**config.mk**
```make
export PLATFORM = sky130hd
export DESIGN_NAME = timer
export DESIGN_NICKNAME = d
export VERILOG_FILES = /design/src/rtl/timer_pkg.sv /design/src/rtl/timer.sv
export SDC_FILE = /design/constraint.sdc
export NUM_CORES = 1
export LEC_CHECK = 0
export BUFFER_PORTS_ARGS = -buffer_cell sky130_fd_sc_hd__buf_2
export CORE_ASPECT_RATIO = 1.1
export CORE_UTILIZATION = 56
export CTS_CLUSTER_DIAMETER = 40
export DETAILED_ROUTE_END_ITERATION = 16
export GPL_ROUTABILITY_DRIVEN = 1
export HOLD_SLACK_MARGIN = 0.15
export PLACE_DENSITY_LB_ADDON = 0.3
export SETUP_SLACK_MARGIN = 0.2
export SYNTH_ARGS = -nofsm -noshare
export SYNTH_HDL_FRONTEND = slang
export SYNTH_SLANG_ARGS = --single-unit
```
**constraint.sdc**
```tcl
create_clock -name clk -period 2.9 [get_ports clk]
set_input_delay 0.145 -clock clk [delete_from_list [all_inputs] [get_ports clk]]
set_output_delay 0.145 -clock clk [all_outputs]
set_load 0.02 [all_outputs]
```
**src/rtl/timer_pkg.sv**
```systemverilog
// Shared constants for the bus-mapped timer: state encodings, register offsets, CTRL layout, mode codes.
package timer_pkg;

    typedef enum logic [1:0] {
        ST_IDLE = 2'd0,
        ST_LOAD = 2'd1,
        ST_CNT  = 2'd2,
        ST_INT  = 2'd3
    } state_t;

    localparam logic [1:0] ADDR_CTRL   = 2'd0;
    localparam logic [1:0] ADDR_PRESET = 2'd1;
    localparam logic [1:0] ADDR_COUNT  = 2'd2;
    localparam logic [1:0] ADDR_UNUSED = 2'd3;

    localparam int CTRL_EN_BIT   = 0;
    localparam int CTRL_MODE_LSB = 1;
    localparam int CTRL_IM_BIT   = 3;

    localparam logic [1:0] MODE_ONE_SHOT    = 2'd0;
    localparam logic [1:0] MODE_AUTO_RELOAD = 2'd1;

    // Position of irq within the coprocessor's hw_int vector.
    localparam int IRQ_HW_INT_BIT = 5;

    // Field order mirrors the CTRL bit layout, so the struct casts directly to CTRL[3:0].
    typedef struct packed {
        logic       im;
        logic [1:0] mode;
        logic       en;
    } ctrl_t;

endpackage

```
**src/rtl/timer.sv**
```systemverilog
// Bus-mapped down-counter timer with a registered interrupt request.
// Mode 1 (auto-reload) is only honoured when TIMER_AUTO_RELOAD_EN is defined.
module timer
    import timer_pkg::*;
(
    input  logic        clk,
    input  logic        reset,
    input  logic [1:0]  addr,
    input  logic        we,
    input  logic [31:0] write_data,
    output logic [31:0] read_data,
    output logic        irq
);

    ctrl_t       ctrl_q, ctrl_d;
    logic [31:0] preset_q;
    logic [31:0] count_q, count_d;
    state_t      state_q, state_d;
    logic        pending_q, pending_d;
    logic        reload_pulse;
    logic        auto_reload;
    logic        ctrl_wr;
    logic        preset_wr;

    assign ctrl_wr   = we && (addr == ADDR_CTRL);
    assign preset_wr = we && (addr == ADDR_PRESET);

`ifdef TIMER_AUTO_RELOAD_EN
    assign auto_reload = (ctrl_q.mode == MODE_AUTO_RELOAD);
`else
    assign auto_reload = 1'b0;
`endif

    // NOTE: every signal assigned here gets a default first so no latch is inferred.
    always_comb begin
        state_d      = state_q;
        count_d      = count_q;
        ctrl_d       = ctrl_q;
        pending_d    = pending_q;
        reload_pulse = 1'b0;

        case (state_q)
            ST_IDLE: if (ctrl_q.en) state_d = ST_LOAD;
            ST_LOAD: begin
                count_d = preset_q;
                state_d = ST_CNT;
            end
            ST_CNT: begin
                if (!ctrl_q.en) begin
                    state_d = ST_IDLE;
                end else if (count_q > 32'd1) begin
                    count_d = count_q - 32'd1;
                end else begin
                    count_d = 32'd0;
                    state_d = ST_INT;
                end
            end
            ST_INT: begin
                if (auto_reload) begin
                    reload_pulse = 1'b1;
                    state_d      = ST_LOAD;
                end else begin
                    pending_d = 1'b1;
                    ctrl_d.en = 1'b0;
                    state_d   = ST_IDLE;
                end
            end
            default: state_d = ST_IDLE;
        endcase

        // A CTRL write overrides whatever the FSM decided for CTRL and the interrupt this cycle.
        if (ctrl_wr) begin
            ctrl_d       = ctrl_t'(write_data[3:0]);
            pending_d    = 1'b0;
            reload_pulse = 1'b0;
            if (!write_data[CTRL_EN_BIT]) begin
                state_d = ST_IDLE;
                count_d = count_q;
            end
        end
    end

    // NOTE: state registers use non-blocking assignments so every flop samples pre-edge values.
    always_ff @(posedge clk) begin
        if (reset) begin
            ctrl_q    <= '0;
            preset_q  <= '0;
            count_q   <= '0;
            state_q   <= ST_IDLE;
            pending_q <= 1'b0;
            irq       <= 1'b0;
        end else begin
            ctrl_q    <= ctrl_d;
            count_q   <= count_d;
            state_q   <= state_d;
            pending_q <= pending_d;
            if (preset_wr) preset_q <= write_data;
            // Built from next-cycle values so irq rises on the same edge that sets pending.
            irq       <= ctrl_d.im & (pending_d | reload_pulse);
        end
    end

    always_comb begin
        read_data = '0;
        case (addr)
            ADDR_CTRL:   read_data = {28'd0, ctrl_q};
            ADDR_PRESET: read_data = preset_q;
            ADDR_COUNT:  read_data = count_q;
            default:     read_data = '0;
        endcase
    end

endmodule

```
==> results of run 1 <==
-- cell families after synthesis --
kind of cell,after synthesis,share of synthesized area
and+or+nand+nor,211,0.268
AOI/OAI and AO/OA,162,0.284
DFF,72,0.361
buffers and inverters,57,0.0588
muxes,9,0.0225
adders and majority gates,2,0.00626
-- worst max-delay path by stage --
stage,from,endpoint,slack (ns),depth (start not counted)
2_1_floorplan,count_q[0],count_q[18],0.67,8
3_3_place_gp,count_q[0],count_q[14],0.46,7
3_5_place_dp,count_q[0],count_q[18],0.40,7
4_1_cts,count_q[0],count_q[14],0.30,7
5_1_grt,count_q[0],count_q[14],0.21,7
6_report,count_q[0],count_q[14],0.26,7
-- power groups by stage --
stage	registers (mW)	clock network [mW]	logic [mW]
6_report	1.03	0.893	0.242
5_1_grt	1.03	0.932	0.261
4_1_cts	1.03	0.892	0.232
3_5_place_dp	1.05	0	0.197
3_3_place_gp	1.05	0	0.193
2_1_floorplan	1.04	0	0.128
-- metrics by stage --
| stage | setup WS (ns) | power, mW |
|---|---|---|
| after floorplan | 0.672 | 1.17 |
| after global placement | 0.459 | 1.24 |
| after detailed placement | 0.398 | 1.25 |
| after CTS | 0.301 | 2.15 |
| after global routing | 0.209 | 2.22 |
| final | 0.263 | 2.16 |
-- flip-flops by register name (all words and copies together), names as in the netlist --
| name | cells |
|---|---|
| pending_q | 1 |
| state_q | 2 |
| irq | 1 |
| ctrl_q | 4 |
| preset_q | 32 |
| count_q | 32 |
-- area by class of cell --
| cell class | count | area (um^2) | area share |
|---|---|---|---|
| Tap cell | 82 | 103 | 0.0207 |
| Sequential cell | 72 | 1440 | 0.291 |
| Clock buffer | 10 | 138 | 0.0277 |
| Inverter | 16 | 60.1 | 0.0121 |
| Clock inverter | 5 | 81.3 | 0.0164 |
| Timing Repair Buffer | 119 | 801 | 0.161 |
| Multi-Input combinational cell | 384 | 2340 | 0.471 |
-- worst max-delay path, stage by stage (launching register included) --
cell and delay [ns]:
dfxtp_1 0.36, inv_1 0.12, ha_1 0.23, or3b_1 0.44, or4_1 0.66, or3_1 0.41, a21oi_1 0.19, o32ai_1 0.10
-- cells in the final DEF, fill, tap and decap left out, types with 4 or more instances in the layout --
master / synthesis / routed
a21oi_1: 52 / 52
a22o_1: 28 / 28
a22oi_1: 7 / 7
a31oi_1: 14 / 13
a32oi_1: 10 / 10
buf_2: 5 / 69
buf_4: 0 / 18
clkbuf_8: 0 / 10
dfxtp_1: 72 / 72
dlygate4sd3_1: 0 / 32
inv_1: 15 / 15
mux2i_1: 9 / 9
nand2_1: 100 / 100
nand3_1: 13 / 13
nand4_1: 6 / 6
nor2_1: 21 / 21
nor3_1: 14 / 14
nor4_1: 10 / 10
nor4_2: 4 / 4
o21ai_0: 11 / 10
o32ai_1: 10 / 10
or3_1: 9 / 9
or4_1: 4 / 4
-- layer usage --
metal / vias to the layer above / track usage / wire length [um]
li1: 2087 / - / -
met1: 2172 / 0.508 / 5380
met2: 276 / 0.594 / 6370
met3: 55 / 0.0939 / 1300
met4: 0 / 0.148 / 408
met5: - / 0 / 0
==> out/results.ini, run 1 <==
[synth]
synth.yosys.warnings=0
yosysMostFrequentCell=nand2_1
synth-edff-count=0
synth_top_area_frac=0.361
syn-num-nets=552
synth_seq_cells=72
ys_types=59
avgSynthCellArea_um2=7.79
yosys-top-cells-count=nand2_1 (100), dfxtp_1 (72), a21oi_1 (52)
yosysSeqAreaShare=0.361
synth_cells=513
ys.flop_type=dfxtp_1
async_flop_share=0
netlist_area_mm2=0.00400
synth_area_leaders=dfxtp_1 (36%), nand2_1 (9.4%), a21oi_1 (6.5%), a22o_1 (6.1%), clkbuf_1 (3.0%)
synth_largest_area_cell=dfxtp_1

[place]
place_area_mm2=0.00442
portBuffers=69
gp_congestion=0.922
hpwlAfterDp_mm=8.35
placedCellCount=641

[timing]
skew_ns=0.00771
worstMarginPinSlew_ns=1.08
fmax_mhz=379
grt_setup_unrepaired=no
timing.hold.ws_ns=0.232
setup_viol=0
tns_ns=0
post-route-period-util=0.909
slew_violations=0
slew_headroom=0.276
hold_violations=0
fin_crit_ns=2.64

[floorplan]
rows=31
die-area_mm2=0.00748
initial_core_util=0.592
core-area_mm2=0.00675
boundaryPins=70
die_w_um=82.6
die-height_um=90.6

[setup_path]
r2r_slack_ns=0.26
reg2reg_to=count_q[14]
critPathCaptureType=register
crit_arrival_ns=2.86
startpoint_type=register
crit_type=register to register
cp.required_ns=3.12
reg2reg_depth=7
path_max_fanout=10
rr_startpoint=count_q[0]

[power]
power_frac_seq=0.475
peakVddDrop_v=0.000360
intPower_mw=1.61
sw_frac_of_total=0.255
clkPwrFrac=0.413
p_leak_nw=2.05
p_per_area_mw_per_mm2=436
pwr-share-comb=0.112
power_switching_uw=551

[finish]
fin_area_mm2=0.00496
finish.utilization=0.735
fin_cells=688
syn_to_final_growth_pct=24.1
final_net_count=641
antenna_cells=0
drive_above_1_share=0.196
nFillCells=534

[route]
avgViaCountPerCell=6.67
wl_per_cell_um=19.6
drt_first_pass_iters=5
drt_wl_total_mm=13.5
drc_errors=0
drtIter0Drc=468
ant_nets=0
vias=4590

[grt]
grt_pass1_wl_mm=21.8
antenna_found_initial=0
grt_use_total=0.384
grt_start_max_net_pins=50
grt_pass1_vias=4427
overflow=0

[cts]
worstSkewPairLatency_ns=0.35
htreeDepth=3
cts_tree=done
holdBufCountCts=32
cts_inserted_buffers=9
cts_max_path_buffers=2
cts_root_buf=clkbuf_8
clk_pin_slew_worst_paths_ns=0.08
cts_setup_buffers=0
cts.sinks=72
cts_resized=0

[worst_hold_path]
hp-class=input pin to register
holdPathEnd=preset_q[0]
hold_start=we
hold_path_depth=4

[run_status]
status=completed

[run]
drv_cap=0

Note: power is estimated with default switching activity, not from simulation.
==> inputs of run 2 (changes only) <==
CORE_UTILIZATION = 50   (was 56)
clock period = 2.45 ns   (was 2.9 ns; I/O delays follow)
==> out/results.ini, run 2 (synthesis results as in run 1) <==
[route]
drt_first_pass_iters=5  ; unchanged
vias=4550  ; -0.87%
avgViaCountPerCell=6.23  ; -6.6%
ant_nets=0  ; unchanged
drc_errors=0  ; unchanged
drtIter0Drc=354  ; -24%
drt_wl_total_mm=13.2  ; -1.5%
wl_per_cell_um=18.1  ; -7.2%

[finish]
syn_to_final_growth_pct=31.0
final_cell_mix=nand2_1 (100), dfxtp_1 (70), buf_2 (69)
finish.utilization=0.690  ; -0.0453
fin_area_mm2=0.00524  ; +5.6%
final_common_cell=nand2_1
drive_above_1_share=0.237  ; +0.0404
antenna_cells=0  ; unchanged
reg_top3=count_q x32, preset_q x32, ctrl_q x4
fin_cells=730  ; +6.1%
final_net_count=660  ; +3.0%

[timing]
hold_violations=0  ; unchanged
slew_headroom=0.686  ; +0.410
worstMarginPinSlew_ns=0.471  ; -0.612 ns
fmax_mhz=446  ; +18%
tns_ns=0  ; unchanged
post-route-period-util=0.914  ; +0.00508
grt_setup_unrepaired=yes
fin_crit_ns=2.24  ; -0.397 ns
fin_ws_ns=0.210  ; -0.0532 ns
slew_violations=0  ; unchanged
setup_viol=0  ; unchanged
skew_ns=0.0100  ; +0.00230 ns

[setup_path]
path_max_fanout=5  ; -5
critPathCaptureType=register
cp.required_ns=2.73  ; -0.39 ns
rr_startpoint=count_q[0]
reg2reg_depth=8  ; +1
r2r_slack_ns=0.21  ; -0.05 ns
cp-startpoint=count_q[0]
crit_arrival_ns=2.52  ; -0.34 ns
reg2reg_to=count_q[18]
startpoint_type=register
crit_end=count_q[18]
crit_type=register to register

[floorplan]
boundaryPins=70  ; unchanged
core-area_mm2=0.00760  ; +13%
die-height_um=95.8  ; +5.7%
die_w_um=87.3  ; +5.7%
initial_core_util=0.526  ; -0.0661
rows=33  ; +6.5%
die-area_mm2=0.00836  ; +12%

[place]
gp_congestion=0.945  ; +2.4%
portBuffers=69  ; unchanged
hpwlAfterDp_mm=8.63  ; +3.4%
place_area_mm2=0.00458  ; +3.5%
pre_cts_ws_ns=0.176  ; -0.222 ns
placedCellCount=681  ; +6.2%

[run_status]
status=completed

[power]
p_leak_nw=2.17  ; +5.7%
intPower_mw=1.93  ; +20%
p_per_area_mw_per_mm2=494  ; +13%
pwr-share-comb=0.121  ; +0.009
sw_frac_of_total=0.256  ; +0.00128
peakVddDrop_v=0.000447  ; +24%
power_frac_seq=0.469  ; -0.006
power_switching_uw=663  ; +20%
clkPwrFrac=0.410  ; -0.003

[worst_hold_path]
hold_start=reset
hp-class=input pin to register

[grt]
grt_pass1_wl_mm=21.5  ; -1.5%
overflow=0  ; unchanged
grt_pass1_vias=4328  ; -2.2%
grt_start_max_net_pins=43  ; -14%
antenna_found_initial=0  ; unchanged
grt_use_total=0.329  ; -0.0551

[run]
drv_cap=0  ; unchanged

[cts]
cts_root_buf=clkbuf_8
clk_pin_slew_worst_paths_ns=0.08  ; about the same
htreeDepth=3  ; unchanged
worstSkewPairLatency_ns=0.35  ; about the same
cts_max_path_buffers=2  ; unchanged
cts_tree=done
cts_inserted_buffers=9  ; unchanged
cts.sinks=72  ; unchanged

==> run 2: area by class of cell <==
| class | instances | area, um^2 |
|---|---|---|
| Clock buffer | 10 | 138 |
| Clock inverter | 5 | 81.3 |
| Fill cell | 638 | 2360 |
| Inverter | 16 | 62.6 |
| Multi-Input combinational cell | 384 | 2400 |
| Sequential cell | 72 | 1450 |
| Tap cell | 105 | 131 |
| Timing Repair Buffer | 138 | 976 |
==> run 2: how the worst min path moves through the flow <==
stage                    to  depth (start not counted)
6_report          ctrl_q[0]                          3
2_1_floorplan  preset_q[24]                          2
3_3_place_gp   preset_q[14]                          3
5_1_grt         preset_q[5]                          3
4_1_cts           ctrl_q[0]                          3
3_5_place_dp   preset_q[27]                          3
==> run 2: repair_timing <==
item / in CTS / in global routing
hold buffers: 32 / 0
pin swaps: 0 / 2
resized for setup: 4 / 17
cloned: 0 / 1
hold endpoints to repair: 36 / 0
setup endpoints to repair: 5 / 28
buffers inserted: 0 / 1
==> run 2: power by group through the flow <==
stage          registers, mW  clock network (mW)  logic [mW]
2_1_floorplan           1.23                   0       0.152
3_3_place_gp            1.24                   0       0.243
3_5_place_dp            1.24                   0       0.248
4_1_cts                 1.21                1.07       0.289
5_1_grt                 1.22                1.11       0.337
6_report                1.21                1.06       0.313
==> run 2: stage by stage <==
step	hold slack (ns)	total power, mW
5_1_grt	0.269	2.67
6_report	0.243	2.59
2_1_floorplan	0.258	1.38
3_3_place_gp	0.363	1.48
4_1_cts	0.237	2.57
3_5_place_dp	0.369	1.49
==> run 2: critical path, cell delays in order, from the launching register on <==
cell       delay (ns)
dfxtp_4          0.35
inv_2            0.08
ha_4             0.14
or3b_4           0.37
or4_4            0.47
buf_8            0.17
a211o_1          0.29
a2bb2oi_1        0.15
o221ai_2         0.16
==> run 2: metal layers <==
metal  part of all wire  track usage  routed length, um
met5                  0            0                  0
met4              0.021        0.124                278
met3              0.079       0.0557               1050
met2               0.46        0.517               6140
met1               0.44        0.451               5790
